**config.mk**
```make
export PLATFORM = sky130hd
export DESIGN_NAME = regfile_rn
export DESIGN_NICKNAME = d
export VERILOG_FILES = /design/src/rtl/regfile_rn.sv
export SDC_FILE = /design/constraint.sdc
export NUM_CORES = 2
export LEC_CHECK = 0
export CORE_MARGIN = 4
export CORE_UTILIZATION = 60
export CTS_CLUSTER_DIAMETER = 80
export CTS_CLUSTER_SIZE = 30
export DETAILED_ROUTE_END_ITERATION = 10
export PLACE_DENSITY = 0.79
export SETUP_SLACK_MARGIN = 0.1
export SYNTH_ARGS = -nofsm -noshare
export SYNTH_HDL_FRONTEND = slang
export SYNTH_SLANG_ARGS = --single-unit
```
**constraint.sdc**
```tcl
create_clock -name i_clk -period 9.47 [get_ports i_clk]
set_clock_uncertainty 0.2 [all_clocks]
set_input_delay 1.894 -clock i_clk [delete_from_list [all_inputs] [get_ports i_clk]]
set_output_delay 1.894 -clock i_clk [all_outputs]
set_load 0.01 [all_outputs]
```
**src/rtl/regfile_rn.sv**
```systemverilog
// regfile_rn: renaming register file for the out-of-order core.
// Holds the architectural value of every register plus a ROB-tag rename map.
// Operand reads are combinational with same-cycle commit bypass; renames come
// from decode (one per cycle) and commits from the ROB (up to NCMT per cycle).
// Register 0 is hardwired to tag 0 / value 0.
module regfile_rn #(
  parameter int NREG  = 32,
  parameter int XLEN  = 32,
  parameter int TAG_W = 4,
  parameter int NRD   = 2,
  parameter int NCMT  = 2,
  localparam int RW   = $clog2(NREG),
  localparam int CW   = $clog2(NREG + 1)
) (
  input  logic                  i_clk,
  input  logic                  i_rst_n,
  input  logic                  i_en,
  input  logic                  i_stall,
  input  logic                  i_flush,
  input  logic [NRD*RW-1:0]     i_rd_idx,
  output logic [NRD*TAG_W-1:0]  o_rd_tag,
  output logic [NRD*XLEN-1:0]   o_rd_val,
  input  logic                  i_rn_ena,
  input  logic [RW-1:0]         i_rn_rd,
  input  logic [TAG_W-1:0]      i_rn_tag,
  input  logic [NCMT-1:0]       i_cm_ena,
  input  logic [NCMT*RW-1:0]    i_cm_rd,
  input  logic [NCMT*TAG_W-1:0] i_cm_tag,
  input  logic [NCMT*XLEN-1:0]  i_cm_val,
  output logic [CW-1:0]         o_busy_cnt
);

  logic [TAG_W-1:0]     r_tag [NREG];
  logic [XLEN-1:0]      r_val [NREG];
  logic [CW-1:0]        r_busy_cnt;

  logic [TAG_W-1:0]     w_tag_nxt [NREG];
  logic [XLEN-1:0]      w_val_nxt [NREG];
  logic [CW-1:0]        w_busy_nxt;
  logic                 w_rn_go;
  logic [NRD*TAG_W-1:0] w_rd_tag;
  logic [NRD*XLEN-1:0]  w_rd_val;

  // A rename only lands when enabled, requested, not stalled and not flushed.
  assign w_rn_go = i_en & i_rn_ena & ~i_stall & ~i_flush;

  // Next-state tags/values: commit writes, then rename override, then flush.
  always_comb begin
    logic w_hit;
    w_hit      = 1'b0;
    w_busy_nxt = {CW{1'b0}};
    for (int r = 0; r < NREG; r++) begin
      w_tag_nxt[r] = r_tag[r];
      w_val_nxt[r] = r_val[r];
    end
    for (int r = 1; r < NREG; r++) begin
      // Later (younger) commit ports overwrite earlier ones on collision.
      // Tag clears compare against the pre-edge tag so stale commits miss.
      for (int k = 0; k < NCMT; k++) begin
        w_hit = i_en & i_cm_ena[k] & (i_cm_rd[k*RW +: RW] == RW'(r));
        if (w_hit) begin
          w_val_nxt[r] = i_cm_val[k*XLEN +: XLEN];
          if (r_tag[r] == i_cm_tag[k*TAG_W +: TAG_W]) begin
            w_tag_nxt[r] = {TAG_W{1'b0}};
          end else begin
            w_tag_nxt[r] = w_tag_nxt[r];
          end
        end else begin
          w_val_nxt[r] = w_val_nxt[r];
        end
      end
      if (w_rn_go && (i_rn_rd == RW'(r))) begin
        w_tag_nxt[r] = i_rn_tag;
      end else begin
        w_tag_nxt[r] = w_tag_nxt[r];
      end
      if (i_flush) begin
        w_tag_nxt[r] = {TAG_W{1'b0}};
      end else begin
        w_tag_nxt[r] = w_tag_nxt[r];
      end
    end
    w_tag_nxt[0] = {TAG_W{1'b0}};
    w_val_nxt[0] = {XLEN{1'b0}};
    for (int r = 0; r < NREG; r++) begin
      w_busy_nxt = w_busy_nxt + CW'(w_tag_nxt[r] != {TAG_W{1'b0}});
    end
  end

  // Operand reads: current state with same-cycle commit bypass (ignores en).
  always_comb begin
    logic [RW-1:0] w_idx;
    logic          w_clr;
    logic          w_match;
    w_rd_tag = {(NRD*TAG_W){1'b0}};
    w_rd_val = {(NRD*XLEN){1'b0}};
    w_idx    = {RW{1'b0}};
    w_clr    = 1'b0;
    w_match  = 1'b0;
    for (int p = 0; p < NRD; p++) begin
      w_idx = i_rd_idx[p*RW +: RW];
      w_clr = 1'b0;
      w_rd_val[p*XLEN +: XLEN] = r_val[w_idx];
      for (int k = 0; k < NCMT; k++) begin
        w_match = i_cm_ena[k] & (i_cm_rd[k*RW +: RW] == w_idx);
        if (w_match && (w_idx != {RW{1'b0}})) begin
          w_rd_val[p*XLEN +: XLEN] = i_cm_val[k*XLEN +: XLEN];
        end else begin
          w_rd_val[p*XLEN +: XLEN] = w_rd_val[p*XLEN +: XLEN];
        end
        if (w_match && (i_cm_tag[k*TAG_W +: TAG_W] == r_tag[w_idx])) begin
          w_clr = 1'b1;
        end else begin
          w_clr = w_clr;
        end
      end
      w_rd_tag[p*TAG_W +: TAG_W] = w_clr ? {TAG_W{1'b0}} : r_tag[w_idx];
    end
  end

  assign o_rd_tag   = w_rd_tag;
  assign o_rd_val   = w_rd_val;
  assign o_busy_cnt = r_busy_cnt;

  // State registers: rename map, architectural values and busy count.
  always_ff @(posedge i_clk or negedge i_rst_n) begin
    if (!i_rst_n) begin
      for (int r = 0; r < NREG; r++) begin
        r_tag[r] <= {TAG_W{1'b0}};
        r_val[r] <= {XLEN{1'b0}};
      end
      r_busy_cnt <= {CW{1'b0}};
    end else begin
      for (int r = 0; r < NREG; r++) begin
        r_tag[r] <= w_tag_nxt[r];
        r_val[r] <= w_val_nxt[r];
      end
      r_busy_cnt <= w_busy_nxt;
    end
  end

endmodule

```
* Word level (Yosys, flattened, before mapping) *
Index checks and enable logic that the tools add are counted.

cells by class
  $lt $le $gt $ge = 2
  bitwise logic cells = 75
  add/subtract/negate cells = 30
  multiplexer cells = 270
  equal/unequal tests = 163
  reduce and logical (&&, ||, !) cells = 103

operator list
  cell                number
  $mux 32             70
  $mux 4              192
  $bmux 32 s5         2
  $eq 4x4->1          66
  $eq 5x5->1 const B  48
  $add 6x1->6         25
  $reduce_bool 4->1   31
  $eq 5x4->1 const B  24
  $and 1x1->1         71
  $reduce_bool 2->1   31
  $eq 5x3->1 const B  12
  $bmux 4 s5          2
  $logic_and 1x1->1   39
  $eq 5x2->1 const B  6
  $eq 5x5->1          4
  $eq 5x1->1 const B  3
  $ge 6x6->1 const B  2
  $not 5->6           2
  $reduce_bool 5->1   2
  $add 5x1->6         1
  $add 4x1->5         1
  $add 3x1->4         1
  $mux 1              4
  $add 2x1->3         1
  other kinds (2)     3

storage, ports and cells
  word-level logic and storage cells = 706
  input bits = 109
  output and inout port bits = 78
  flip-flop bits (word level) = 1122

* Depth between registers and ports, before layout *
  word-level depth = 38
  mapped depth = 25
  depth with buffers taken out = 22

* Worst setup path before layout *
OpenSTA, ideal clock, no wires.

  path kind = in2reg
  from = input i_cm_tag[0]
  to = register r_busy_cnt[4], in the netlist o_busy_cnt[4]
  library setup time = 0.080 ns
  stages on the path = 25
  path buffers = 3
  slack = 0.842 ns
  required time = 9.190 ns
  arrival = 8.348 ns
  path through = clkbuf_1 -> buf_2 -> buf_2 -> xnor2_1 -> nand4_1 -> o22ai_1 -> nor2_1 -> a22oi_1 -> nor2_1 -> or4_1 -> fa_1 -> inv_1 -> fa_1 -> inv_1 -> fa_1 -> fa_1 -> fa_1 -> inv_1 -> fa_1 -> inv_1 -> fa_1 -> fa_1 -> a21o_1 -> a21oi_1 -> xnor2_1

RTL lines
  item                  RTL line  RTL
  from (decl)           28        input logic [NCMT*TAG_W-1:0] i_cm_tag,
  to (signal assigned)  132       r_busy_cnt <= {CW{1'b0}};
  to (signal assigned)  138       r_busy_cnt <= w_busy_nxt;
  to (decl)             35        logic [CW-1:0] r_busy_cnt;

==> impl_metrics.py <==
metrics = {
    "status": {
        "outcome": "complete, no violations",
    },
    "yosys": {
        "ys.flop_type": "dfrtp_1",
        "ys_ff_latch": 1122,
        "synth_area_leader_cell": "dfrtp_1",
        "syn_area_per_cell_um2": 10.5,
        "synth_most_common_cell": "dfrtp_1",
        "synth.cells.most_frequent": "1,122 x dfrtp_1, 1,104 x mux2i_1, 701 x nand2_1",
        "synth_seq_area_share_pct": 37.5,
        "netlist_area_um2": 74900,
        "synthArstFlopShare_pct": 100,
        "postSynthCellCount": 7109,
        "synth_fp_nets": 7248,
        "yosysTopAreaCellShare_pct": 37.5,
        "synth_edf_count": 0,
        "yosys_warnings": 0,
        "yosys-top-cells-area": "dfrtp_1 37%, mux4_2 18%, mux2i_1 15%",
        "ys_types": 56,
    },
    "sta": {
        "fin_ws_ns": 0.788,
        "period_needed_ns": 8.68,
        "setup_tns_ns": 0,
        "rsz0062_at_grt": "no",
        "max_freq_ghz": 0.115,
        "finalCritPeriodShare_pct": 91.7,
        "relSlewSlack_pct": 9.98,
        "setup_viol": 0,
        "tightest_slew_ns": 1.32,
        "finalHoldViolCount": 0,
        "slew_viol_final": 0,
    },
    "clocking": {
        "htree_levels": 2,
        "cts-root-buf": "clkbuf_16",
        "cts_tree": "yes",
        "cts_buffers": 59,
        "cts.sinks": 1122,
        "clk_path_buf_depth": 3,
        "post_cts_buffers": 0,
        "hold_buffers": 0,
        "cts_resized": 0,
        "insertion_delay_ns": 0.75,
        "path_clk_slew_ns": 0.10,
    },
    "job": {
        "maxCapViolations": 0,
    },
    "floorplanning": {
        "io_pins": 187,
        "row_count": 129,
        "coreArea_um2": 124000,
        "die_area_um2": 131000,
        "fp.dieW_um": 361,
        "fp.dieH_um": 361,
        "initial_utilization_pct": 60.5,
    },
    "detailed_routing": {
        "wl_met2_mm": 117,
        "drt-met1-wl_mm": 95.8,
        "drtAntennaViolNets": 0,
        "drc": 0,
        "drt_iter0_markers": 11000,
        "dr.pass1.iters": 6,
        "wirelength_mm": 281,
        "wire_per_inst_um": 33.2,
        "num_vias": 62700,
        "highest_layer": "met5",
        "avgViaCountPerCell": 7.40,
        "dr_wl_met3_mm": 43.9,
    },
    "cells_and_area": {
        "ff_latch_area_um2": 28100,
        "fillerInstances": 9299,
        "synthToLayoutAreaGrowth_pct": 7.17,
        "multi_input_area_um2": 43700,
        "utilization_pct": 64.9,
        "drive_gt1_share_pct": 17.2,
        "final_nets": 6912,
    },
    "grt": {
        "grt_remaining_overflow": 0,
        "antenna_found_initial": 10,
        "grt_pass1_wl_mm": 411,
        "grt_pass1_vias": 61700,
        "grt_max_degree": 194,
        "grt_use_total_pct": 42.4,
    },
    "min_path": {
        "hp-class": "flop to flop",
        "hold_end": "r_val[47]",
        "holdPathStages": 2,
        "hold_start": "r_val[47]",
    },
    "pwr": {
        "vdd_drop_max_mv": 0.164,
        "leakage_uw": 0.0332,
        "p_per_area_nw_per_um2": 172,
    },
    "worst_setup_path": {
        "cp-start-kind": "primary input",
        "cp_cell_sequence": "clkdlybuf4s50_1, buf_4, nand3_1, buf_4, nor3_2, a22o_1, nor2_1, a22oi_1, nor2_1, nor4_1, fa_1, fa_1, inv_1, fa_1, fa_1, fa_1, inv_1, fa_1, inv_1, fa_1, fa_1, a21o_1, a21oi_1, xnor2_1",
        "reg2reg_from": "r_tag[38]",
        "critPathCaptureType": "flop",
        "crit_slowest_cell": "fa_1",
        "path_max_fanout": 8,
        "critPathMaxStageDelay_ns": 0.55,
        "r2r_slack_ns": 2.17,
        "arrival_ns": 9.16,
        "path_class": "primary input to flop",
        "worstPathRequired_ns": 9.95,
        "critPathTopFamily": "adder cells",
        "r2r_cells": 22,
        "crit_top_cell": "fa_1",
        "critPathBufInv": 6,
        "reg2reg_to": "o_busy_cnt[4]",
    },
    "placed_design": {
        "io_buffers": 186,
        "hpwlAfterDp_mm": 159,
        "dp_slack_ns": 0.126,
        "gp_congestion": 1.00,
    },
}
-- per-layer routing --
metal	vias to the layer above	GRT usage [%]
li1	25100	-
met2	5407	59.3
met4	4	29.2
met5	-	0
met1	30800	55.3
met3	1317	15.2
-- worst max-delay path by stage --
stage,to,cells past startpoint,from
floorplan,o_busy_cnt[4],25,i_cm_tag[0]
global placement,o_busy_cnt[4],24,i_en
detailed placement,o_busy_cnt[4],24,i_en
CTS,o_busy_cnt[4],24,i_en
global route,o_busy_cnt[4],24,i_en
finish,o_busy_cnt[4],24,i_en
-- flip-flops by register name, indices dropped and copies added, names as in the netlist --
register    cells
r_tag         124
o_busy_cnt      6
r_val         992
-- tightest hold or removal path, cell delays in order, from the launching register on --
cell and delay (ns):
dfrtp_1 0.37, mux2i_1 0.07, o21ai_0 0.13
-- power by group --
part	internal [uW]	total [uW]	switching [uW]
clock	1390	3370	1970
combinational	2080	3840	1760
sequential	5780	6580	795
-- cell usage in the layout, fill, tap and decap left out, types with 25 or more instances in the layout --
cell type / count
a211oi_1: 33
a21oi_1: 422
a22o_1: 54
a22oi_1: 129
buf_4: 266
clkbuf_16: 61
clkdlybuf4s50_1: 166
dfrtp_1: 1122
inv_1: 51
mux2_2: 77
mux2i_1: 1104
mux4_2: 606
nand2_1: 701
nand4_1: 25
nor2_1: 613
nor3_2: 31
nor4_1: 59
o21ai_0: 689
xnor2_1: 112
xor2_1: 171
-- metrics by stage --
stage	std cells	area (um2)	total power [uW]	hold WS, ns
final	8469	80300	13800	0.402
after global routing	8463	80300	14300	0.419
after CTS	8461	80300	13700	0.401
after detailed placement	8349	78000	10400	0.375
after global placement	8349	78000	10100	0.359
after floorplan	7109	74900	9120	0.341
-- cell type report --
cell class / count / area share (%)
multi-input combinational: 5077 / 54.4
clock inverter: 44 / 0.801
inverter: 54 / 0.262
tap: 1637 / 2.55
timing repair buffer: 459 / 5.01
antenna: 8 / 0.0249
sequential: 1122 / 35.0
clock buffer: 68 / 1.98
-- cells by family after synthesis --
kind of cell,after synthesis,synth area share (%)
AND/OR/NAND/NOR,1576,8.84
adder cells (fa/ha/maj),30,0.731
XOR/XNOR,283,3.31
AO/OA/AOI/OAI,1396,10.4
flip-flops,1122,37.5
buffers and inverters,910,4.93
multiplexers,1792,34.3
Power figures use the tool's default switching activity.
